### src/rtl/ahb3lite_pkg.sv
// AHB3-Lite encodings and the LSU bridge FSM state type.
// Latency: n/a (declarations only).
// Backpressure: n/a.
package ahb3lite_pkg;

    localparam logic [1:0] HTRANS_IDLE   = 2'b00;
    localparam logic [1:0] HTRANS_NONSEQ = 2'b10;

    localparam logic [2:0] HSIZE_BYTE  = 3'b000;
    localparam logic [2:0] HSIZE_HALF  = 3'b001;
    localparam logic [2:0] HSIZE_WORD  = 3'b010;
    localparam logic [2:0] HSIZE_DWORD = 3'b011;

    localparam logic [2:0] HBURST_SINGLE = 3'b000;

    // Privileged, non-bufferable, non-cacheable; bit 0 selects data vs opcode.
    localparam logic [3:0] HPROT_DATA   = 4'b0011;
    localparam logic [3:0] HPROT_OPCODE = 4'b0010;

    typedef enum logic [1:0] {
        IDLE = 2'd0,
        DATA = 2'd1,
        ERR1 = 2'd2,
        LERR = 2'd3
    } lsu_state_t;

endpackage

### src/rtl/ahb_be_decode.sv
// Byte-enable to HSIZE / lane offset / legality decode.
// Latency: purely combinational.
// Backpressure: none.
// Ports: be (lane enables in), size (HSIZE out), offset (low address bits out),
//        legal (1 = be is a naturally aligned byte/half/word/dword group).
module ahb_be_decode
    import ahb3lite_pkg::*;
#(
    parameter  int BE_WIDTH  = 4,
    localparam int OFF_WIDTH = $clog2(BE_WIDTH)
) (
    input  logic [BE_WIDTH-1:0]  be,
    output logic [2:0]           size,
    output logic [OFF_WIDTH-1:0] offset,
    output logic                 legal
);

    // The candidate patterns are mutually exclusive, so at most one branch hits.
    always_comb begin
        size   = HSIZE_BYTE;
        offset = '0;
        legal  = 1'b0;
        for (int i = 0; i < BE_WIDTH; i++) begin
            if (be == (BE_WIDTH'(1) << i)) begin
                legal  = 1'b1;
                size   = HSIZE_BYTE;
                offset = OFF_WIDTH'(i);
            end
        end
        for (int i = 0; i < BE_WIDTH; i += 2) begin
            if (be == (BE_WIDTH'(2'b11) << i)) begin
                legal  = 1'b1;
                size   = HSIZE_HALF;
                offset = OFF_WIDTH'(i);
            end
        end
        for (int i = 0; i < BE_WIDTH; i += 4) begin
            if (be == (BE_WIDTH'(4'hF) << i)) begin
                legal  = 1'b1;
                size   = HSIZE_WORD;
                offset = OFF_WIDTH'(i);
            end
        end
        if (BE_WIDTH == 8 && be == '1) begin
            legal  = 1'b1;
            size   = HSIZE_DWORD;
            offset = '0;
        end
    end

endmodule

### src/rtl/ahb3lite_lsu_bridge.sv
// Core load/store request port to AHB3-Lite master bridge, single transfers only.
// Latency: address phase in the grant cycle; response at data-phase end (+1 cycle if REG_RSP).
// Backpressure: gnt_o follows HREADY_i and is withheld during the second error cycle.
// Ports: HCLK/HRESET; core side req/gnt/addr/we/be/wdata -> rvalid/rdata/err;
//        AHB side H*_o address/control/write data, HRDATA_i/HREADY_i/HRESP_i.
module ahb3lite_lsu_bridge
    import ahb3lite_pkg::*;
#(
    parameter  int ADDR_WIDTH = 32,
    parameter  int DATA_WIDTH = 32,
    parameter  int IS_INSTR   = 0,
    parameter  int REG_RSP    = 0,
    localparam int BE_WIDTH   = DATA_WIDTH / 8
) (
    input  logic                  HCLK,
    input  logic                  HRESET,
    // core side
    input  logic                  req_i,
    output logic                  gnt_o,
    input  logic [ADDR_WIDTH-1:0] addr_i,
    input  logic                  we_i,
    input  logic [BE_WIDTH-1:0]   be_i,
    input  logic [DATA_WIDTH-1:0] wdata_i,
    output logic                  rvalid_o,
    output logic [DATA_WIDTH-1:0] rdata_o,
    output logic                  err_o,
    // AHB side
    output logic [ADDR_WIDTH-1:0] HADDR_o,
    output logic [1:0]            HTRANS_o,
    output logic                  HWRITE_o,
    output logic [2:0]            HSIZE_o,
    output logic [2:0]            HBURST_o,
    output logic [3:0]            HPROT_o,
    output logic                  HMASTLOCK_o,
    output logic [DATA_WIDTH-1:0] HWDATA_o,
    input  logic [DATA_WIDTH-1:0] HRDATA_i,
    input  logic                  HREADY_i,
    input  logic                  HRESP_i
);

    localparam int OFF_WIDTH = $clog2(BE_WIDTH);

    lsu_state_t state, state_nxt;

    logic [2:0]           dec_size;
    logic [OFF_WIDTH-1:0] dec_off;
    logic                 dec_legal;

    ahb_be_decode #(.BE_WIDTH(BE_WIDTH)) u_be_decode (
        .be     (be_i),
        .size   (dec_size),
        .offset (dec_off),
        .legal  (dec_legal)
    );

    // Grant is masked by HRESET so the async reset silences the core side at once.
    logic grant;
    logic issue;
    assign grant = req_i & HREADY_i & (state != ERR1) & ~HRESET;
    assign issue = grant & dec_legal;
    assign gnt_o = grant;

    logic [ADDR_WIDTH-1:0] issue_addr;
    always_comb begin
        issue_addr                = addr_i;
        issue_addr[OFF_WIDTH-1:0] = dec_off;
    end

    // Last issued address-phase values; keep the bus quiet between transfers
    // and provide the write data for the following data phase.
    logic [ADDR_WIDTH-1:0] haddr_q;
    logic                  hwrite_q;
    logic [2:0]            hsize_q;
    logic [DATA_WIDTH-1:0] hwdata_q;

    always_ff @(posedge HCLK or posedge HRESET) begin
        if (HRESET) begin
            haddr_q  <= '0;
            hwrite_q <= 1'b0;
            hsize_q  <= HSIZE_BYTE;
            hwdata_q <= '0;
        end else if (issue) begin
            haddr_q  <= issue_addr;
            hwrite_q <= we_i;
            hsize_q  <= dec_size;
            hwdata_q <= wdata_i;
        end
    end

    assign HADDR_o     = issue ? issue_addr : haddr_q;
    assign HWRITE_o    = issue ? we_i : hwrite_q;
    assign HSIZE_o     = issue ? dec_size : hsize_q;
    assign HTRANS_o    = issue ? HTRANS_NONSEQ : HTRANS_IDLE;
    assign HWDATA_o    = hwdata_q;
    assign HBURST_o    = HBURST_SINGLE;
    assign HMASTLOCK_o = 1'b0;
    assign HPROT_o     = (IS_INSTR != 0) ? HPROT_OPCODE : HPROT_DATA;

    always_ff @(posedge HCLK or posedge HRESET) begin
        if (HRESET) state <= IDLE;
        else        state <= state_nxt;
    end

    logic                  rsp_vld;
    logic                  rsp_err;
    logic [DATA_WIDTH-1:0] rsp_dat;

    always_comb begin
        state_nxt = state;
        rsp_vld   = 1'b0;
        rsp_err   = 1'b0;
        rsp_dat   = '0;
        case (state)
            DATA: begin
                if (HREADY_i) begin
                    rsp_vld   = 1'b1;
                    rsp_err   = HRESP_i;
                    rsp_dat   = HRESP_i ? '0 : HRDATA_i;
                    state_nxt = IDLE;
                end else if (HRESP_i) begin
                    state_nxt = ERR1;
                end
            end
            ERR1: begin
                if (HREADY_i) begin
                    rsp_vld   = 1'b1;
                    rsp_err   = 1'b1;
                    state_nxt = IDLE;
                end
            end
            LERR: begin
                rsp_vld   = 1'b1;
                rsp_err   = 1'b1;
                state_nxt = IDLE;
            end
            default: ;
        endcase
        // A grant can only coincide with a finishing (or absent) data phase,
        // so it always decides the following state.
        if (grant) state_nxt = dec_legal ? DATA : LERR;
    end

    if (REG_RSP != 0) begin : g_rsp_reg
        logic                  rvalid_q;
        logic                  err_q;
        logic [DATA_WIDTH-1:0] rdata_q;
        always_ff @(posedge HCLK or posedge HRESET) begin
            if (HRESET) begin
                rvalid_q <= 1'b0;
                err_q    <= 1'b0;
                rdata_q  <= '0;
            end else begin
                rvalid_q <= rsp_vld;
                err_q    <= rsp_err;
                rdata_q  <= rsp_dat;
            end
        end
        assign rvalid_o = rvalid_q;
        assign err_o    = err_q;
        assign rdata_o  = rdata_q;
    end else begin : g_rsp_comb
        assign rvalid_o = rsp_vld;
        assign err_o    = rsp_err;
        assign rdata_o  = rsp_dat;
    end

endmodule

### config.mk
export PLATFORM = sky130hd
export DESIGN_NAME = ahb3lite_lsu_bridge
export DESIGN_NICKNAME = d
export VERILOG_FILES = /design/src/rtl/ahb3lite_pkg.sv /design/src/rtl/ahb_be_decode.sv /design/src/rtl/ahb3lite_lsu_bridge.sv
export SDC_FILE = /design/constraint.sdc
export NUM_CORES = 1
export LEC_CHECK = 0
export BUFFER_PORTS_ARGS = -buffer_cell sky130_fd_sc_hd__buf_2
export CORE_UTILIZATION = 43
export CTS_BUF_LIST = sky130_fd_sc_hd__clkbuf_4 sky130_fd_sc_hd__clkbuf_8
export DETAILED_ROUTE_END_ITERATION = 10
export PLACE_DENSITY = 0.81
export SLEW_MARGIN = 40
export SYNTH_ARGS = -nofsm -noshare
export SYNTH_HDL_FRONTEND = slang
export SYNTH_SLANG_ARGS = --single-unit
### constraint.sdc
create_clock -name HCLK -period 2.6 [get_ports HCLK]
set_clock_uncertainty 0.15 [all_clocks]
set_input_delay 0.13 -clock HCLK [delete_from_list [all_inputs] [get_ports HCLK]]
set_output_delay 0.13 -clock HCLK [all_outputs]
set_load 0.05 [all_outputs]
Word-level counts from Yosys, hierarchy flattened

Index checks and enable logic that the tools add are counted.

Equality and inequality tests: 13
Muxes and demuxes: 33
Bitwise logic cells: 5
Reduce and logical (&&, ||, !) cells: 3

Operators with widths:

| cell               | count |
|---|---|
| $mux 32            | 4 |
| $mux 2             | 12 |
| $mux 1             | 13 |
| $eq 4x4->1 const B | 3 |
| $eq 4x2->1 const B | 2 |
| $pmux 2 s3         | 1 |
| $and 1x1->1        | 4 |
| $eq 2x2->1 const B | 2 |
| $eq 4x1->1 const B | 1 |
| $eq 4x3->1 const B | 1 |
| $ne 4x4->1 const B | 1 |
| $reduce_bool 4->1  | 1 |
| $mux 3             | 1 |
| $ne 3x3->1 const B | 1 |
| $pmux 1 s3         | 1 |
| $reduce_and 3->1   | 1 |
| $eq 2x1->1 const B | 1 |
| $ne 2x2->1 const B | 1 |
| $pmux 1 s2         | 1 |
| $reduce_or 2->1    | 1 |
| $not 1->1          | 1 |

Flip-flop bits (word level): 70
Output and inout bits: 113
Word-level logic and storage cells: 59

Depth between registers and ports, before layout

Depth in word-level cells: 10
Mapped depth: 9
Mapped depth without buffers: 7

Modules after synthesis

From an unflattened synthesis, not the netlist that was laid out.

Cell total of the unflattened synthesis: 234
Area, all modules: 3163.0 um^2

Modules (own cells, without submodules):

| module              | instances | cells each | area each (um^2) |
|---|---|---|---|
| ahb3lite_lsu_bridge | 1         | 221        | 3083.0 |
| ahb_be_decode       | 1         | 13         | 80.1 |

Worst setup path before layout

OpenSTA, ideal clock, no wires.

Path type: flip-flop to flip-flop
Start: register state[0]
End: register haddr_q[0]
Arrival time: 2852 ps
Setup slack: -657 ps
Stages on the path, launching flop included: 8
Cell sequence: dfrtp_1 -> inv_1 -> ha_1 -> nand4bb_1 -> clkinv_1 -> a31oi_1 -> o21ai_0 -> a211oi_1

Word-level cells in the longest chain between the ends: 5

RTL lines:

| element                   | line                       | text |
|---|---|---|
| start, declared           | ahb3lite_lsu_bridge.sv:43  | `lsu_state_t state, state_nxt;` |
| start signal, assigned    | ahb3lite_lsu_bridge.sv:101 | `else state <= state_nxt;` |
| $ne 2x2->1                | ahb3lite_lsu_bridge.sv:59  | `assign grant = req_i & HREADY_i & (state != ERR1) & ~HRESET;` |
| $and 1x1->1 (2 in series) | ahb3lite_lsu_bridge.sv:59  |  |
| named net gnt_o           | ahb3lite_lsu_bridge.sv:19  | `output logic gnt_o,` |
| $and 1x1->1               | ahb3lite_lsu_bridge.sv:60  | `assign issue = grant & dec_legal;` |
| $mux 32                   | --                         |  |
| named net HADDR_o[0]      | ahb3lite_lsu_bridge.sv:28  | `output logic [ADDR_WIDTH-1:0] HADDR_o,` |
| end signal, assigned      | ahb3lite_lsu_bridge.sv:83  | `haddr_q <= issue_addr;` |
| end, declared             | ahb3lite_lsu_bridge.sv:71  | `logic [ADDR_WIDTH-1:0] haddr_q;` |

The timed path passes the listed nets, and every way through them passes these cells.
A chain may end at the register's enable or synchronous reset.

Final worst setup path

Start: register state[1]
End: output port HADDR_o[7]

Word-level cells in the longest chain between the ends: 5

RTL lines:

| element                   | line |
|---|---|
| $ne 2x2->1                | ahb3lite_lsu_bridge.sv:59 |
| $and 1x1->1 (2 in series) | ahb3lite_lsu_bridge.sv:59 |
| $and 1x1->1               | ahb3lite_lsu_bridge.sv:60 |
| $mux 32                   | -- |
| end, declared             | ahb3lite_lsu_bridge.sv:28 |

No other way between the ends.

==> flow_metrics.py <==
metrics = {
    "logic_synthesis": {
        "syn_inst": 258,
        "synth.top_cell.area_share_pct": 51.6,
        "yosys.area.top_type": "dfrtp_1",
        "ys_seq_area_share_pct": 51.6,
        "syn-mean-instance-area_um2": 13.2,
        "synth_top_family_by_area": "multiplexers",
        "synth-compound-area-share_pct": 5.72,
        "synth_fa_ha_area_share_pct": 1.47,
        "yosysMostFrequentCell": "dfrtp_1",
        "synth_xor_area_share_pct": 0.258,
        "yosys-top-cells-count": "70 x dfrtp_1, 37 x mux2_4, 32 x and2_1",
        "ys.flop_type": "dfrtp_1",
        "synth-edff-count": 0,
        "synth_mux_area_share_pct": 25.0,
        "synthArstFlopShare_pct": 100,
        "synth_area_um2": 3390,
        "yosys.cell_types.count": 35,
        "synthSimpleGateAreaFrac_pct": 9.48,
        "ys_ff_latch": 70,
        "ys_warn_count": 0,
        "synthTopCellsByArea": "dfrtp_1 52%, mux2_4 16%, mux2_2 8.6%",
    },
    "setup_path": {
        "crit_fanout": 5,
        "crit_path_end_kind": "output pin",
        "r2r_end": "HWDATA_o[24]",
        "cp.required_ns": 2.32,
        "crit_end": "HADDR_o[7]",
        "start_kind": "register",
        "arrival_ns": 2.37,
        "worstReg2RegStart": "state[1]",
        "r2r_cells": 10,
        "startpoint": "state[1]",
        "critPathKind": "register to output pin",
        "reg2reg_slack_ns": 0.14,
    },
    "pwr": {
        "combPwrFrac_pct": 60.5,
        "p_clk_share_pct": 13.9,
        "p_per_area_nw_per_um2": 1230,
        "vdd_drop_max_v": 0.00104,
        "leakagePower_uw": 0.00303,
        "p_total_uw": 7300,
        "p_sw_uw": 3540,
        "seqPwrFrac_pct": 25.5,
        "p_int_uw": 3760,
        "switching_share_pct": 48.5,
    },
    "detailed_routing": {
        "drt_iter0_markers": 77,
        "first_pass_iters": 4,
        "drc": 0,
        "ant_nets": 0,
        "via_count": 3216,
        "wl_per_cell_um": 17.5,
        "routed_wl_um": 11600,
        "vias_per_cell": 4.87,
    },
    "layout": {
        "fill_cells": 473,
        "drive_gt1_share_pct": 58.7,
        "area_delta_synth_final_pct": 75.1,
        "finalCoreUtilization_pct": 77.3,
        "postLayoutCellArea_um2": 5940,
        "multi_input_area_um2": 1520,
        "seq_area_um2": 1750,
        "antenna_cells": 0,
        "nets": 664,
    },
    "clocking": {
        "root_buffer": "clkbuf_8",
        "cts_sinks": 70,
        "clkTransAtPathRegs_ns": 0.08,
        "cts_tree": "done",
        "htreeDepth": 3,
        "cts_buffers": 9,
        "clk_latency_ns": 0.34,
        "cts.path.max_buffers": 2,
    },
    "placement": {
        "portBuffers": 207,
        "pre_cts_slack_ns": 0.158,
        "dp_hpwl_um": 6200,
        "place_area_um2": 4490,
        "gp_congestion": 0.825,
    },
    "grt": {
        "grt_antenna_before_repair": 0,
        "groute.usage.overall_pct": 29.0,
        "grt_pass1_wl_um": 18200,
        "grt_pass1_vias": 3538,
        "grt_max_degree": 42,
        "overflow": 0,
    },
    "sta": {
        "holdWs_ns": 0.0403,
        "setup_viol": 14,
        "max_clock_freq_ghz": 0.377,
        "slew_viol_final": 0,
        "hold_viol": 0,
        "finalCriticalPeriod_ns": 2.65,
        "rsz0062_at_grt": "true",
        "period_share_pct": 102,
        "worst_slack_ns": -0.0510,
    },
    "die": {
        "start_util_pct": 44.1,
        "io_pins": 219,
        "dieArea_um2": 8250,
        "core-area_um2": 7690,
        "die_h_um": 90.8,
        "die_w_um": 90.8,
        "rows": 32,
    },
    "run_status": {
        "failed_checks": "negative setup slack",
        "status": "finished, violations left",
    },
    "run": {
        "maxCapViolations": 0,
    },
    "min_path": {
        "hp-class": "input pin to register",
    },
}
## placed cells by master (no fill, tap or decap), types with 4 or more instances in the layout
cell	synthesis	layout
mux2_2	26	26
mux2_4	37	37
dfrtp_1	70	70
buf_6	6	20
buf_16	0	4
o21ai_0	9	9
nor2_1	4	4
dlygate4sd3_1	0	66
conb_1	2	9
buf_4	10	26
inv_1	6	4
and2_1	32	32
buf_8	0	9
clkbuf_8	0	9
a21oi_1	11	11
buf_2	4	176
nand2_1	5	5
## metrics by stage
step                instances  TNS [ns]
detailed placement        554         0
floorplan                 265         0
CTS                       655    -0.835
global route              661     -2.46
finish                    661    -0.401
global placement          554         0
## area by class of cell
cell class | count | share of cell area, %
tap | 102 | 2.15
inverter | 7 | 0.484
timing repair buffer | 304 | 38.4
sequential | 70 | 29.5
multi-input combinational | 162 | 25.6
clock buffer | 9 | 2.09
clock inverter | 7 | 1.79
## power groups by stage
stage,sequential (µW),clock [µW],combinational [µW]
after floorplan,2670,0,2030
after global routing,1910,1080,4590
after CTS,1810,1030,4220
after detailed placement,1820,0,3640
final,1870,1020,4420
after global placement,1810,0,3580
## critical path, cell delays in order, from the launching register on
cell and delay, ns:
dfrtp_1 0.42, ha_4 0.18, nand4bb_4 0.21, inv_4 0.09, o211ai_4 0.07, a31oi_4 0.21, buf_6 0.14, buf_12 0.11
buf_16 0.12, mux2_4 0.32, buf_8 0.16
## state kept, by name (all words and copies together), names as in the netlist
register,count
HWDATA_o,32
haddr_q,32
hsize_q,3
state,2
hwrite_q,1
## what timing repair did
action / in CTS / in global routing
hold buffers: 66 / 0
pin swaps: 1 / 1
setup buffers: 14 / 7
resized for setup: 74 / 8
hold endpoints to repair: 134 / 0
endpoints found under the setup margin: 32 / 32
cloned: 5 / 0
## kinds of logic (layout without fill, tap and decap cells)
| kind of cell | count (synthesis) | in the layout |
|---|---|---|
| adders and majority gates | 4 | 4 |
| AOI/OAI and AO/OA | 31 | 31 |
| DFF | 70 | 70 |
| and+or+nand+nor | 54 | 54 |
| buffers and inverters | 33 | 327 |
| xor gates and xnor gates | 1 | 1 |
| muxes | 63 | 63 |
| other | 2 | 9 |
## layer usage
| layer | track usage [%] | routed length [µm] |
|---|---|---|
| met2 | 53.1 | 6300 |
| met4 | 14.4 | 320 |
| met5 | 0 | 0 |
| met3 | 8.50 | 900 |
| met1 | 30.0 | 4040 |
## how the worst min path moves through the flow
stage                     startpoint           to  slack [ns]  depth (start not counted)
final                        be_i[1]   haddr_q[1]        0.04                          3
after global routing         be_i[1]   haddr_q[1]        0.05                          3
after CTS                    be_i[1]   haddr_q[1]        0.01                          3
after detailed placement      HRESET     state[0]        0.10                          3
after global placement        HRESET     state[0]        0.09                          3
after floorplan           wdata_i[3]  HWDATA_o[3]        0.13                          1
(Power assumes the default switching activity.)
